## src/rtl/sa_wb_cache_pkg.sv

```systemverilog
// Shared types and address-split helpers for the two-way write-back cache.
// Latency/backpressure: none (declarations only).
package cache_pkg;

  typedef enum logic [2:0] {IDLE, LOOKUP, WB, FILL, RESP, CLR} state_t;

  function automatic int tag_w(input int addr_w, input int sets_log2, input int words_log2);
    return addr_w - sets_log2 - words_log2;
  endfunction

  function automatic int idx_lsb(input int words_log2);
    return words_log2;
  endfunction

  function automatic int tag_lsb(input int sets_log2, input int words_log2);
    return sets_log2 + words_log2;
  endfunction

endpackage

```

## src/rtl/sa_wb_cache_if.sv

```systemverilog
// CPU request/ready and memory req/ack signals of the cache; slave = cache side.
// Latency/backpressure: none here; the memory side stalls on mem_ack, the CPU waits for cpu_ready.
interface sa_wb_cache_if #(
  parameter int DATA_W = 8,
  parameter int ADDR_W = 8
);
  logic              cpu_req;
  logic              cpu_we;
  logic              cpu_clr;
  logic [ADDR_W-1:0] cpu_addr;
  logic [DATA_W-1:0] cpu_wdata;
  logic [DATA_W-1:0] cpu_rdata;
  logic              cpu_ready;
  logic              cpu_hit;
  logic              mem_req;
  logic              mem_we;
  logic [ADDR_W-1:0] mem_addr;
  logic [DATA_W-1:0] mem_wdata;
  logic [DATA_W-1:0] mem_rdata;
  logic              mem_ack;

  modport slave (
    input  cpu_req, cpu_we, cpu_clr, cpu_addr, cpu_wdata, mem_rdata, mem_ack,
    output cpu_rdata, cpu_ready, cpu_hit, mem_req, mem_we, mem_addr, mem_wdata
  );

  modport master (
    output cpu_req, cpu_we, cpu_clr, cpu_addr, cpu_wdata, mem_rdata, mem_ack,
    input  cpu_rdata, cpu_ready, cpu_hit, mem_req, mem_we, mem_addr, mem_wdata
  );
endinterface

```

## src/rtl/cache_way.sv

```systemverilog
// One cache way: tag/valid/dirty/line storage, combinational read of the indexed set, one write port.
// Latency: read is combinational, writes land on the next rising edge; no backpressure.
module cache_way #(
  parameter int DATA_W     = 8,
  parameter int SETS_LOG2  = 3,
  parameter int WORDS_LOG2 = 1,
  parameter int TAG_W      = 4
) (
  input  logic                                       clk,
  input  logic                                       rst_n,
  input  logic [SETS_LOG2-1:0]                       idx,
  output logic [TAG_W-1:0]                           tag,
  output logic                                       valid,
  output logic                                       dirty,
  output logic [(1<<WORDS_LOG2)-1:0][DATA_W-1:0]     line,
  input  logic                                       wr_data,
  input  logic                                       wr_meta,
  input  logic [WORDS_LOG2-1:0]                      wr_off,
  input  logic [DATA_W-1:0]                          wr_word,
  input  logic [TAG_W-1:0]                           wr_tag,
  input  logic                                       wr_valid,
  input  logic                                       wr_dirty
);
  localparam int SETS = 1 << SETS_LOG2;

  logic [SETS-1:0]                           valid_q;
  logic [SETS-1:0]                           dirty_q;
  logic [TAG_W-1:0]                          tag_q  [SETS];
  logic [(1<<WORDS_LOG2)-1:0][DATA_W-1:0]    data_q [SETS];

  always_ff @(posedge clk or negedge rst_n) begin
    if (!rst_n) begin
      valid_q <= '0;
      dirty_q <= '0;
    end else if (wr_meta) begin
      valid_q[idx] <= wr_valid;
      dirty_q[idx] <= wr_dirty;
    end
  end

  // Tag and data arrays carry no reset; valid gates every use of them.
  always_ff @(posedge clk) begin
    if (wr_meta) tag_q[idx] <= wr_tag;
    if (wr_data) data_q[idx][wr_off] <= wr_word;
  end

  assign tag   = tag_q[idx];
  assign valid = valid_q[idx];
  assign dirty = dirty_q[idx];
  assign line  = data_q[idx];
endmodule

```

## src/rtl/sa_wb_cache.sv

```systemverilog
// Two-way set-associative write-back cache with LRU, miss FSM doing write-back then refill over req/ack.
// Latency: hit ready after 2 edges; misses stall on mem_ack; CPU inputs only sampled in IDLE.
module sa_wb_cache
  import cache_pkg::*;
#(
  parameter int DATA_W     = 8,
  parameter int ADDR_W     = 8,
  parameter int SETS_LOG2  = 3,
  parameter int WORDS_LOG2 = 1
) (
  input  logic         clk,
  input  logic         rst_n,
  sa_wb_cache_if.slave bus
);
  localparam int TAG_W   = tag_w(ADDR_W, SETS_LOG2, WORDS_LOG2);
  localparam int SETS    = 1 << SETS_LOG2;
  localparam int IDX_LSB = idx_lsb(WORDS_LOG2);
  localparam int TAG_LSB = tag_lsb(SETS_LOG2, WORDS_LOG2);

  typedef logic [(1<<WORDS_LOG2)-1:0][DATA_W-1:0] line_t;

  state_t                state, next;
  logic [ADDR_W-1:0]     req_addr;
  logic                  req_we;
  logic [DATA_W-1:0]     req_wdata;
  logic [WORDS_LOG2-1:0] req_off, cnt, cnt_nxt;
  logic [SETS_LOG2-1:0]  req_idx, clr_cnt, idx;
  logic [TAG_W-1:0]      req_tag;
  logic [SETS-1:0]       lru;
  logic                  vic, hit_q, ack, cnt_last, hit_way, vsel;
  logic [DATA_W-1:0]     res;
  logic                  mem_req, mem_we, cpu_ready, cpu_hit;
  logic [ADDR_W-1:0]     mem_addr;
  logic [DATA_W-1:0]     mem_wdata, cpu_rdata;

  logic [TAG_W-1:0]      way_tag [2];
  line_t                 way_line [2];
  logic [1:0]            way_valid, way_dirty, hits, wr_data, wr_meta;
  logic [WORDS_LOG2-1:0] wr_off;
  logic [DATA_W-1:0]     wr_word;
  logic [TAG_W-1:0]      wr_tag;
  logic                  wr_valid, wr_dirty;

  assign req_off  = req_addr[WORDS_LOG2-1:0];
  assign req_idx  = req_addr[IDX_LSB +: SETS_LOG2];
  assign req_tag  = req_addr[TAG_LSB +: TAG_W];
  assign ack      = mem_req & bus.mem_ack;
  assign cnt_last = &cnt;
  assign cnt_nxt  = cnt + 1'b1;
  assign hits[0]  = way_valid[0] && (way_tag[0] == req_tag);
  assign hits[1]  = way_valid[1] && (way_tag[1] == req_tag);
  assign hit_way  = hits[1];
  // Empty ways are filled before anything is evicted; LRU decides only when both are valid.
  assign vsel     = !way_valid[0] ? 1'b0 : (!way_valid[1] ? 1'b1 : lru[req_idx]);

  for (genvar w = 0; w < 2; w++) begin : g_way
    cache_way #(
      .DATA_W(DATA_W), .SETS_LOG2(SETS_LOG2), .WORDS_LOG2(WORDS_LOG2), .TAG_W(TAG_W)
    ) u_way (
      .clk(clk), .rst_n(rst_n), .idx(idx),
      .tag(way_tag[w]), .valid(way_valid[w]), .dirty(way_dirty[w]), .line(way_line[w]),
      .wr_data(wr_data[w]), .wr_meta(wr_meta[w]), .wr_off(wr_off), .wr_word(wr_word),
      .wr_tag(wr_tag), .wr_valid(wr_valid), .wr_dirty(wr_dirty)
    );
  end

  always_ff @(posedge clk or negedge rst_n) begin
    if (!rst_n) state <= IDLE;
    else        state <= next;
  end

  always_comb begin
    next     = state;
    idx      = req_idx;
    wr_data  = 2'b00;
    wr_meta  = 2'b00;
    wr_off   = req_off;
    wr_word  = req_wdata;
    wr_tag   = req_tag;
    wr_valid = 1'b1;
    wr_dirty = 1'b1;
    case (state)
      IDLE: begin
        if (bus.cpu_clr)      next = CLR;
        else if (bus.cpu_req) next = LOOKUP;
      end
      LOOKUP: begin
        if (|hits) begin
          wr_data[hit_way] = req_we;
          wr_meta[hit_way] = req_we;
          next = RESP;
        end else begin
          next = (way_valid[vsel] && way_dirty[vsel]) ? WB : FILL;
        end
      end
      WB: if (ack && cnt_last) next = FILL;
      FILL: begin
        if (ack) begin
          // Write data is merged as its word streams in, keeping one write per cycle.
          wr_data[vic] = 1'b1;
          wr_off       = cnt;
          wr_word      = (req_we && cnt == req_off) ? req_wdata : bus.mem_rdata;
          wr_meta[vic] = cnt_last;
          wr_dirty     = req_we;
          if (cnt_last) next = RESP;
        end
      end
      RESP: next = IDLE;
      CLR: begin
        idx      = clr_cnt;
        wr_meta  = 2'b11;
        wr_valid = 1'b0;
        wr_dirty = 1'b0;
        if (&clr_cnt) next = RESP;
      end
      default: next = IDLE;
    endcase
  end

  always_ff @(posedge clk or negedge rst_n) begin
    if (!rst_n) begin
      req_addr  <= '0;
      req_we    <= 1'b0;
      req_wdata <= '0;
      cnt       <= '0;
      clr_cnt   <= '0;
      lru       <= '0;
      vic       <= 1'b0;
      hit_q     <= 1'b0;
      res       <= '0;
      mem_req   <= 1'b0;
      mem_we    <= 1'b0;
      mem_addr  <= '0;
      mem_wdata <= '0;
      cpu_ready <= 1'b0;
      cpu_hit   <= 1'b0;
      cpu_rdata <= '0;
    end else begin
      cpu_ready <= 1'b0;
      cpu_hit   <= 1'b0;
      case (state)
        IDLE: begin
          hit_q <= 1'b0;
          if (!bus.cpu_clr && bus.cpu_req) begin
            req_addr  <= bus.cpu_addr;
            req_we    <= bus.cpu_we;
            req_wdata <= bus.cpu_wdata;
          end
        end
        LOOKUP: begin
          cnt <= '0;
          if (|hits) begin
            hit_q        <= 1'b1;
            res          <= req_we ? req_wdata : way_line[hit_way][req_off];
            lru[req_idx] <= ~hit_way;
          end else begin
            vic     <= vsel;
            mem_req <= 1'b1;
            if (way_valid[vsel] && way_dirty[vsel]) begin
              mem_we    <= 1'b1;
              mem_addr  <= {way_tag[vsel], req_idx, {WORDS_LOG2{1'b0}}};
              mem_wdata <= way_line[vsel][0];
            end else begin
              mem_we   <= 1'b0;
              mem_addr <= {req_tag, req_idx, {WORDS_LOG2{1'b0}}};
            end
          end
        end
        WB: begin
          if (ack) begin
            cnt <= cnt_nxt;
            if (cnt_last) begin
              mem_we   <= 1'b0;
              mem_addr <= {req_tag, req_idx, {WORDS_LOG2{1'b0}}};
            end else begin
              mem_addr  <= mem_addr + 1'b1;
              mem_wdata <= way_line[vic][cnt_nxt];
            end
          end
        end
        FILL: begin
          if (ack) begin
            cnt <= cnt_nxt;
            if (cnt == req_off) res <= req_we ? req_wdata : bus.mem_rdata;
            if (cnt_last) begin
              mem_req      <= 1'b0;
              lru[req_idx] <= ~vic;
            end else begin
              mem_addr <= mem_addr + 1'b1;
            end
          end
        end
        RESP: begin
          cpu_ready <= 1'b1;
          cpu_hit   <= hit_q;
          cpu_rdata <= res;
        end
        CLR: begin
          lru[clr_cnt] <= 1'b0;
          clr_cnt      <= clr_cnt + 1'b1;
        end
        default: ;
      endcase
    end
  end

  assign bus.mem_req   = mem_req;
  assign bus.mem_we    = mem_we;
  assign bus.mem_addr  = mem_addr;
  assign bus.mem_wdata = mem_wdata;
  assign bus.cpu_ready = cpu_ready;
  assign bus.cpu_hit   = cpu_hit;
  assign bus.cpu_rdata = cpu_rdata;
endmodule

```

## src/flat_wrapper.sv

```systemverilog
// flat-port wrapper written by rule: the top's interface ports become plain ports
module sa_wb_cache_flat import cache_pkg::*;
#(
  parameter int DATA_W     = 8,
  parameter int ADDR_W     = 8,
  parameter int SETS_LOG2  = 3,
  parameter int WORDS_LOG2 = 1
)
  (clk, rst_n, bus_cpu_req, bus_cpu_we, bus_cpu_clr, bus_cpu_addr, bus_cpu_wdata, bus_mem_rdata, bus_mem_ack, bus_cpu_rdata, bus_cpu_ready, bus_cpu_hit, bus_mem_req, bus_mem_we, bus_mem_addr, bus_mem_wdata);
  sa_wb_cache_if #(.DATA_W(DATA_W), .ADDR_W(ADDR_W)) bus_i ();
  input  logic clk;
  input  logic rst_n;
  input wire logic [$bits(bus_i.cpu_req)-1:0] bus_cpu_req;
  input wire logic [$bits(bus_i.cpu_we)-1:0] bus_cpu_we;
  input wire logic [$bits(bus_i.cpu_clr)-1:0] bus_cpu_clr;
  input wire logic [$bits(bus_i.cpu_addr)-1:0] bus_cpu_addr;
  input wire logic [$bits(bus_i.cpu_wdata)-1:0] bus_cpu_wdata;
  input wire logic [$bits(bus_i.mem_rdata)-1:0] bus_mem_rdata;
  input wire logic [$bits(bus_i.mem_ack)-1:0] bus_mem_ack;
  output wire logic [$bits(bus_i.cpu_rdata)-1:0] bus_cpu_rdata;
  output wire logic [$bits(bus_i.cpu_ready)-1:0] bus_cpu_ready;
  output wire logic [$bits(bus_i.cpu_hit)-1:0] bus_cpu_hit;
  output wire logic [$bits(bus_i.mem_req)-1:0] bus_mem_req;
  output wire logic [$bits(bus_i.mem_we)-1:0] bus_mem_we;
  output wire logic [$bits(bus_i.mem_addr)-1:0] bus_mem_addr;
  output wire logic [$bits(bus_i.mem_wdata)-1:0] bus_mem_wdata;
  assign bus_i.cpu_req = bus_cpu_req;
  assign bus_i.cpu_we = bus_cpu_we;
  assign bus_i.cpu_clr = bus_cpu_clr;
  assign bus_i.cpu_addr = bus_cpu_addr;
  assign bus_i.cpu_wdata = bus_cpu_wdata;
  assign bus_i.mem_rdata = bus_mem_rdata;
  assign bus_i.mem_ack = bus_mem_ack;
  assign bus_cpu_rdata = bus_i.cpu_rdata;
  assign bus_cpu_ready = bus_i.cpu_ready;
  assign bus_cpu_hit = bus_i.cpu_hit;
  assign bus_mem_req = bus_i.mem_req;
  assign bus_mem_we = bus_i.mem_we;
  assign bus_mem_addr = bus_i.mem_addr;
  assign bus_mem_wdata = bus_i.mem_wdata;
  sa_wb_cache #(.DATA_W(DATA_W), .ADDR_W(ADDR_W), .SETS_LOG2(SETS_LOG2), .WORDS_LOG2(WORDS_LOG2)) u_core (.clk(clk), .rst_n(rst_n), .bus(bus_i));
endmodule
```

## config.mk

```make
export PLATFORM = sky130hd
export DESIGN_NAME = sa_wb_cache_flat
export DESIGN_NICKNAME = d
export VERILOG_FILES = /design/src/rtl/sa_wb_cache_pkg.sv /design/src/rtl/sa_wb_cache_if.sv /design/src/rtl/cache_way.sv /design/src/rtl/sa_wb_cache.sv /design/src/flat_wrapper.sv
export SDC_FILE = /design/constraint.sdc
export NUM_CORES = 1
export LEC_CHECK = 0
export ABC_AREA = 1
export CAP_MARGIN = 30
export CORE_MARGIN = 3
export CORE_UTILIZATION = 69
export CTS_CLUSTER_SIZE = 28
export DETAILED_ROUTE_END_ITERATION = 7
export DONT_BUFFER_PORTS = 1
export PLACE_DENSITY = 0.83
export SLEW_MARGIN = 15
export SYNTH_ARGS = -nofsm -noshare
export SYNTH_HDL_FRONTEND = slang
export SYNTH_HIERARCHICAL = 1
export SYNTH_SLANG_ARGS = --single-unit
export TNS_END_PERCENT = 5
```

## constraint.sdc

```tcl
create_clock -name clk -period 8 [get_ports clk]
set_input_delay 1.6 -clock clk [delete_from_list [all_inputs] [get_ports clk]]
set_output_delay 1.6 -clock clk [all_outputs]
set_load 0.01 [all_outputs]
```

==> summary.txt <==
Logic synthesis
  • Largest family of logic cells by synthesized area: simple AND/OR/NAND/NOR gates
  • Synth Register Bits: between 400 and 500
  • Synth Flop Type: edfxtp_1
  • Register area share after synthesis: 61.8%
  • Cell taking the most area after synthesis: edfxtp_1
  • FFs w/ async S/R, synth: approximately 24%
  • Yosys top cell area share: 48.8%
  • Syn avg cell area: 8.87 um^2
  • Synth top area cells: edfxtp_1, nand2_1, dfrtp_1
  • Post-synthesis mux area share: less than 1%
  • Number of synthesized flops with an enable pin: 320
  • Post-synth net total: 2,253
  • Adder-cell area share of the yosys netlist: 0.191%
  • Number of distinct library cells after synthesis: 43
  • Post-Synth Simple-Gate Area: 27.6%
  • Synthesized area: about 20,000 um^2
  • Post-Syn Instances: 2,220
  • Post-synthesis xor/xnor area fraction: less than 1%
  • Synth Warn #: 6
  • Most frequent cell after synthesis: nand2_1
  • Synth cell count leaders: nand2_1, edfxtp_1, nor2_1, dfrtp_1, inv_1
  • Complex-gate fraction of the synthesized area: 5.16%

Worst setup path
  • Cell mode on critical path: nand2_1
  • Required @ worst endpoint: 8.16 ns
  • Critical path peak fanout: 78
  • Setup slack, reg-to-reg: 2.31 ns
  • Crit path buf inv count: 5
  • Crit-path leading delay family: simple AND/OR/NAND/NOR gates
  • Slowest CP cell: nor2_1
  • Cells along the critical path: inv_2 -> nor2_4 -> nand2_2 -> nor2_1 -> a21oi_4 -> buf_4 -> buf_16 -> inv_2 -> nand2_1 -> nand2_1 -> nand2_1 -> nand2_1 -> nand2_1 -> nand2_1 -> inv_1 -> nand2_1 -> nand2_1 -> nor2_1 -> nand4_1 -> nand2_1 -> nand4_1 -> o21ai_0 -> nand2_1 -> nor2_1
  • CP Class: flip-flop to flip-flop
  • Crit-path max cell delay: 0.68 ns
  • R2R cell count: 24
  • Critical Path Sink Type: flip-flop
  • CP arrival: slightly below 6 ns
  • Critical path depth: 24
  • CP Launch Type: flip-flop

Finish
  • N_diodes: 0
  • Layout area overhead: 8.44%
  • Final nets: 2,220
  • Utilization after layout: 76.4%
  • Fillers: ~1.9k
  • Share of cells above drive strength 1: approximately 6.5%

Die
  • Starting Density: 70.5%
  • Core area: 27,900 um^2
  • Die area: 30,600 um^2
  • Width of the chip: around 170 um
  • Die height: 175 um
  • FP Rows: 61
  • IO Pins: 58

Min path
  • Hold Path Class: flip-flop to flip-flop
  • WHS Path Cells: 2

Timing
  • Final setup fails: 0
  • Max-slew headroom: 32.4%
  • Final WS setup: 2.31 ns
  • Total Neg Setup Slack: 0 ns
  • Min Tclk post-route: 5.69 ns
  • Actual slew at the worst max-slew pin: 1.00 ns
  • Final worst path period share: around 70%
  • Hold Vio Cnt, Final: 0
  • Slew Limit Fails: 0
  • Fmax: 176 MHz
  • RSZ-0062 raised after global routing: false
  • Clk_skew: between 0.02 and 0.025 ns

CTS
  • Clock transition at path regs: 0.06 ns
  • Insertion delay to the later sink of the worst-skew pair: 0.54 ns
  • Clock Tree Buf Depth: 3
  • CTS sink count: between 400 and 500
  • Root buf cell: clkbuf_16
  • H-tree Lvls: 2
  • Hold Buf Count CTS: 0
  • Post-CTS setup buffer count: 0
  • Number of gates resized after cts: 0
  • Num CTS Buffers: 43
  • CTS tree: built

Drt
  • Drt pass-1 iters: 6
  • Post-route ant nets: 0
  • WL final: between 50 and 60 mm
  • DRT iter0 DRCs: 2,032
  • DR WL/cell: 19.2 um
  • DRC violations left: 0
  • Via-to-Cell Ratio: 5.91
  • Via count: 15.4k

Global routing
  • Vias in the first global route: 14.3k
  • Grt met2 use: between 50% and 60%
  • Initial antenna violation count: 0
  • Met1 Use GR: 46.7%
  • GRT Max-Usage Layer: met2
  • Gr ovfl total: 0
  • Largest net degree at the start of global routing: 104
  • All-Layer GR Usage: 32.7%
  • Global-route wire length before repair: approximately 78 mm
  • M3 GR Usage: about 5%

Placed design
  • Pre-CTS WS: 2.10 ns
  • IO buf count: 0
  • DP Wirelength: 31.6 mm
  • GPL Wtd Cong: 0.977

Pwr
  • Pleak: 9.48 nW
  • VDD IR-drop max: approximately 0.26 mV
  • Cell Pwr Density: 431 nW/um^2

Flow run
  • # Max-Cap Violations: 0

Outcome
  • Status: completed
cells by family after synthesis:
logic type	after synthesis
AOI/OAI and AO/OA	186
DFF	422
xor gates and xnor gates	7
adders and majority gates	3
muxes	4
and+or+nand+nor	1393
buffers and inverters	205
report_power, final:
part | total [mW] | internal, mW | switching, mW | leakage, nW
clock network | 2.06 | 1.24 | 0.819 | 0.721
logic | 3.95 | 1.02 | 2.94 | 4.64
registers | 3.19 | 2.89 | 0.300 | 4.12
total | 9.21 | 5.15 | 4.06 | 9.48
path summary, 6_finish.rpt:
check                           startpoint                                 end
setup / recovery           u_core/state[0]  u_core/g_way[0].u_way/data_q[5][2]
hold / removal               u_core/res[2]             u_core/bus.cpu_rdata[2]
setup reg to reg           u_core/state[0]  u_core/g_way[0].u_way/data_q[5][2]
hold reg to reg              u_core/res[2]             u_core/bus.cpu_rdata[2]
max in group asynchronous            rst_n                          u_core/vic
min in group asynchronous            rst_n                       u_core/lru[1]
layout by cell type, fill, tap and decap left out, types with 4 or more instances in the layout:
cell type     n
nand2_1    1186
edfxtp_1    320
nor2_1      120
dfrtp_1     102
inv_1        90
o21ai_0      86
a21oi_1      51
clkbuf_16    45
nand3_1      43
inv_2        14
nand2_2      12
buf_4        11
clkinv_2     10
o21ai_1      10
clkinv_1      9
nor2_2        8
o22ai_1       8
o31ai_1       8
clkbuf_1      7
nand4_1       7
bufinv_16     6
nor2_4        5
a22oi_1       5
xor2_1        4
a21oi_2       4
nor3_1        4
mux2_2        4
per-stage QoR:
| step | instance area (um^2) | cells | hold slack [ns] | power (mW) |
|---|---|---|---|---|
| detailed placement | 19800 | 2517 | 0.468 | 6.99 |
| CTS | 21300 | 2596 | 0.483 | 9.08 |
| global route | 21400 | 2599 | 0.508 | 9.76 |
| finish | 21400 | 2599 | 0.483 | 9.21 |
| floorplan | 19700 | 2220 | 0.450 | 5.91 |
| global placement | 19800 | 2514 | 0.463 | 6.90 |
per-layer routing:
metal | part of all wire [%] | wire length, um
met2 | 46 | 23200
met5 | 0 | 0
met3 | 11 | 5310
met1 | 39 | 19300
met4 | 4.3 | 2140
state kept, by name, indices dropped and copies added, names as in the netlist, 16 cells and up:
name and cells:
u_core/g_way.u_way/tag_q 64, u_core/g_way.u_way/data_q 256, u_core/g_way.u_way/valid_q 16, u_core/g_way.u_way/dirty_q 16
cell type report:
type	instances	area [um^2]	share of cell area, %
clock inverter	25	292	1.37
inverter	110	419	1.96
multi-input combinational	1593	6650	31.1
clock buffer	54	1180	5.53
tap	378	473	2.21
timing repair buffer	17	179	0.838
sequential	422	12200	57.0
worst register-to-register path: stages, from the launching register on:
cell and delay, ns:
dfrtp_1 0.47, inv_2 0.13, nor2_4 0.13, nand2_2 0.33
nor2_1 0.37, a21oi_4 0.05, buf_4 0.26, buf_16 0.25
inv_2 0.53, nand2_1 0.20, nand2_1 0.14, nand2_1 0.07
nand2_1 0.11, nand2_1 0.06, nand2_1 0.18, inv_1 0.06
nand2_1 0.07, nand2_1 0.08, nor2_1 0.09, nand4_1 0.17
nand2_1 0.16, nand4_1 0.12, o21ai_0 0.24, nand2_1 0.40
nor2_1 0.68
No activity file was read; power rests on OpenSTA's default activity.
==> RTL change, RTL diff (same flow settings) <==
Reset style: synchronous (`rst_n`), changed in 3 clocked blocks.
--- a/src/rtl/cache_way.sv
+++ b/src/rtl/cache_way.sv
@@ -28,7 +28,7 @@
   logic [TAG_W-1:0]                          tag_q  [SETS];
   logic [(1<<WORDS_LOG2)-1:0][DATA_W-1:0]    data_q [SETS];
 
-  always_ff @(posedge clk or negedge rst_n) begin
+  always_ff @(posedge clk) begin
     if (!rst_n) begin
       valid_q <= '0;
       dirty_q <= '0;
--- a/src/rtl/sa_wb_cache.sv
+++ b/src/rtl/sa_wb_cache.sv
@@ -64,7 +64,7 @@
     );
   end
 
-  always_ff @(posedge clk or negedge rst_n) begin
+  always_ff @(posedge clk) begin
     if (!rst_n) state <= IDLE;
     else        state <= next;
   end
@@ -117,7 +117,7 @@
     endcase
   end
 
-  always_ff @(posedge clk or negedge rst_n) begin
+  always_ff @(posedge clk) begin
     if (!rst_n) begin
       req_addr  <= '0;
       req_we    <= 1'b0;
Formal check against the unedited RTL: differs if rst_n is asserted again (counterexample within 4 cycles, from zero or initial values and one cycle with rst_n low); with rst_n held inactive, the same outputs for 4 cycles.
==> RTL change against the original RTL <==
  * Via count rose by 2.6%
  * Die area is 0.28% lower
  * Sequential cell count unchanged
  * Critical endpoint is now u_core/g_way[0].u_way/tag_q[2][0]
  * Wire length barely moved
  * Hold slack got worse by 0.022 ns
  * Final cell count grew 3.3%
  * Area after synthesis down 0.29%
  * Setup slack lost 0.19 ns
  * Global-route usage down 0.35 points
  * Non-clock buffer count rose by 4
  * Final area is 1.3% lower
Power is not compared: it rests on default switching activity, and its combinational part moved more than twofold at a synthesized area within 25%.
==> RTL change: results (changes against the original RTL) <==
stage	metric	value	unit	change
layout	multi_input_gates	1646		+3.3%
setup_path	worstPathArrival	6.05	ns	+0.20 ns
route	routed_wl	50.0	mm	about the same
synth	synthTopCellsByCount	nand2_1, edfxtp_1, nor2_1, inv_1, o21ai_0		
setup_path	crit_path_max_fanout	52		-33%
global_route	grt.total_usage	32.3	%	-0.35 points
setup_path	r2r_start	u_core/state[0]		
synth	netlist_instances	2319		+4.5%
synth	synthDistinctLibCells	41		-4.7%
sta	whs	0.461	ns	-0.0217 ns
layout	multi_input_area	0.00690	mm^2	+3.8%
synth	synthAdderAreaFrac	0.191	%	+0.00056 points
layout	fill_cells	1973		+6.1%
worst_hold_path	whs_endpoint	u_core/lru[6]		
synth	synth_xor_area_share	0.223	%	-0.088 points
layout	layout-drive-gt1-share	5.85	%	-0.68 points
layout	signal_buffers	21		+4
synth	synth_mux_area_share	0	%	-0.23 points
layout	clkCellAreaFrac	6.12	%	-0.77 points
global_route	grt_util_met3	5.04	%	-0.11 points
run_status	status	completed		
synth	ys_top_cells_by_area	edfxtp_1, nand2_1, dfxtp_1		
setup_path	cp_slowest_cell	inv_2		
setup_path	reg2reg_depth	20		-17%
pwr	swShare	36.6	%	
layout	inv_count	141		+28%
global_route	grt_pass1_vias	14907		+4.1%
layout	area_delta_synth_final	7.31	%	
global_route	grt_max_degree	100		-3.8%
synth	synth_compound_area_share	5.76	%	+0.60 points
global_route	grt_pass1_wl	78.3	mm	about the same
route	dr.pass1.iters	8		+2
setup_path	r2r_end	u_core/g_way[0].u_way/tag_q[2][0]		
sta	fin_skew	0.0253	ns	+0.000757 ns
place	dp_hpwl	31.2	mm	-1.4%
pwr	total_power	6420	uW	
clock_network	cts_buffers	44		+2.3%
layout	regArea	0.0117	mm^2	-4.2%
layout	nonClkBufAreaFrac	1.03	%	+0.20 points
synth	synthArstFlopShare	0	%	-24 points
worst_hold_path	hold_path_class	register to register		
layout	clockBufferCount	60		+11%
synth	synth.net_count	2352		+4.4%
route	vias	15764		+2.6%
place	gp_congestion	0.978		about the same
worst_hold_path	worstHoldStart	u_core/lru[6]		
global_route	gr-usage-met2	52.5	%	+1.1 points
setup_path	worst-r2r-setup-slack	2.11	ns	-0.19 ns
route	wl_per_cell	18.6	um	-3.2%
place	dp.cells	2605		+3.5%
setup_path	critPathMaxStageDelay	0.57	ns	-0.11 ns
synth	mappedNetlistArea	0.0196	mm^2	-0.29%
route	first_iter_violations	1894		-6.8%
global_route	grt_use_met1	43.4	%	-3.3 points
==> RTL change: cell count changes in the layout (fill, tap and decap cells not counted), moves of 17 or more <==
cell,delta
o21ai_0,+19
a21oi_1,+33
nor2_1,+79
dfxtp_1,+102
dfrtp_1,-102
inv_1,+37
nand4_1,+17
nand2_1,-78
==> RTL change: worst max-delay path by stage <==
stage	to	cells after the start	slack, ns
final	u_core/g_way[0].u_way/tag_q[2][0]	20	2.11
after CTS	u_core/g_way[0].u_way/data_q[6][13]	22	2.05
after detailed placement	u_core/g_way[0].u_way/data_q[2][12]	22	2.09
after floorplan	u_core/g_way[0].u_way/data_q[0][10]	5	3.80
after global routing	u_core/g_way[0].u_way/data_q[6][8]	20	1.85
after global placement	u_core/g_way[0].u_way/tag_q[2][0]	22	2.28
==> RTL change: metal layers <==
metal / vias up / routed length, um / share of wire [%]
met5: - / 0 / 0
met4: 0 / 2490 / 5.0
met3: 203 / 5040 / 10
met2: 949 / 23500 / 47
met1: 7239 / 19000 / 38
li1: 7373 / - / -
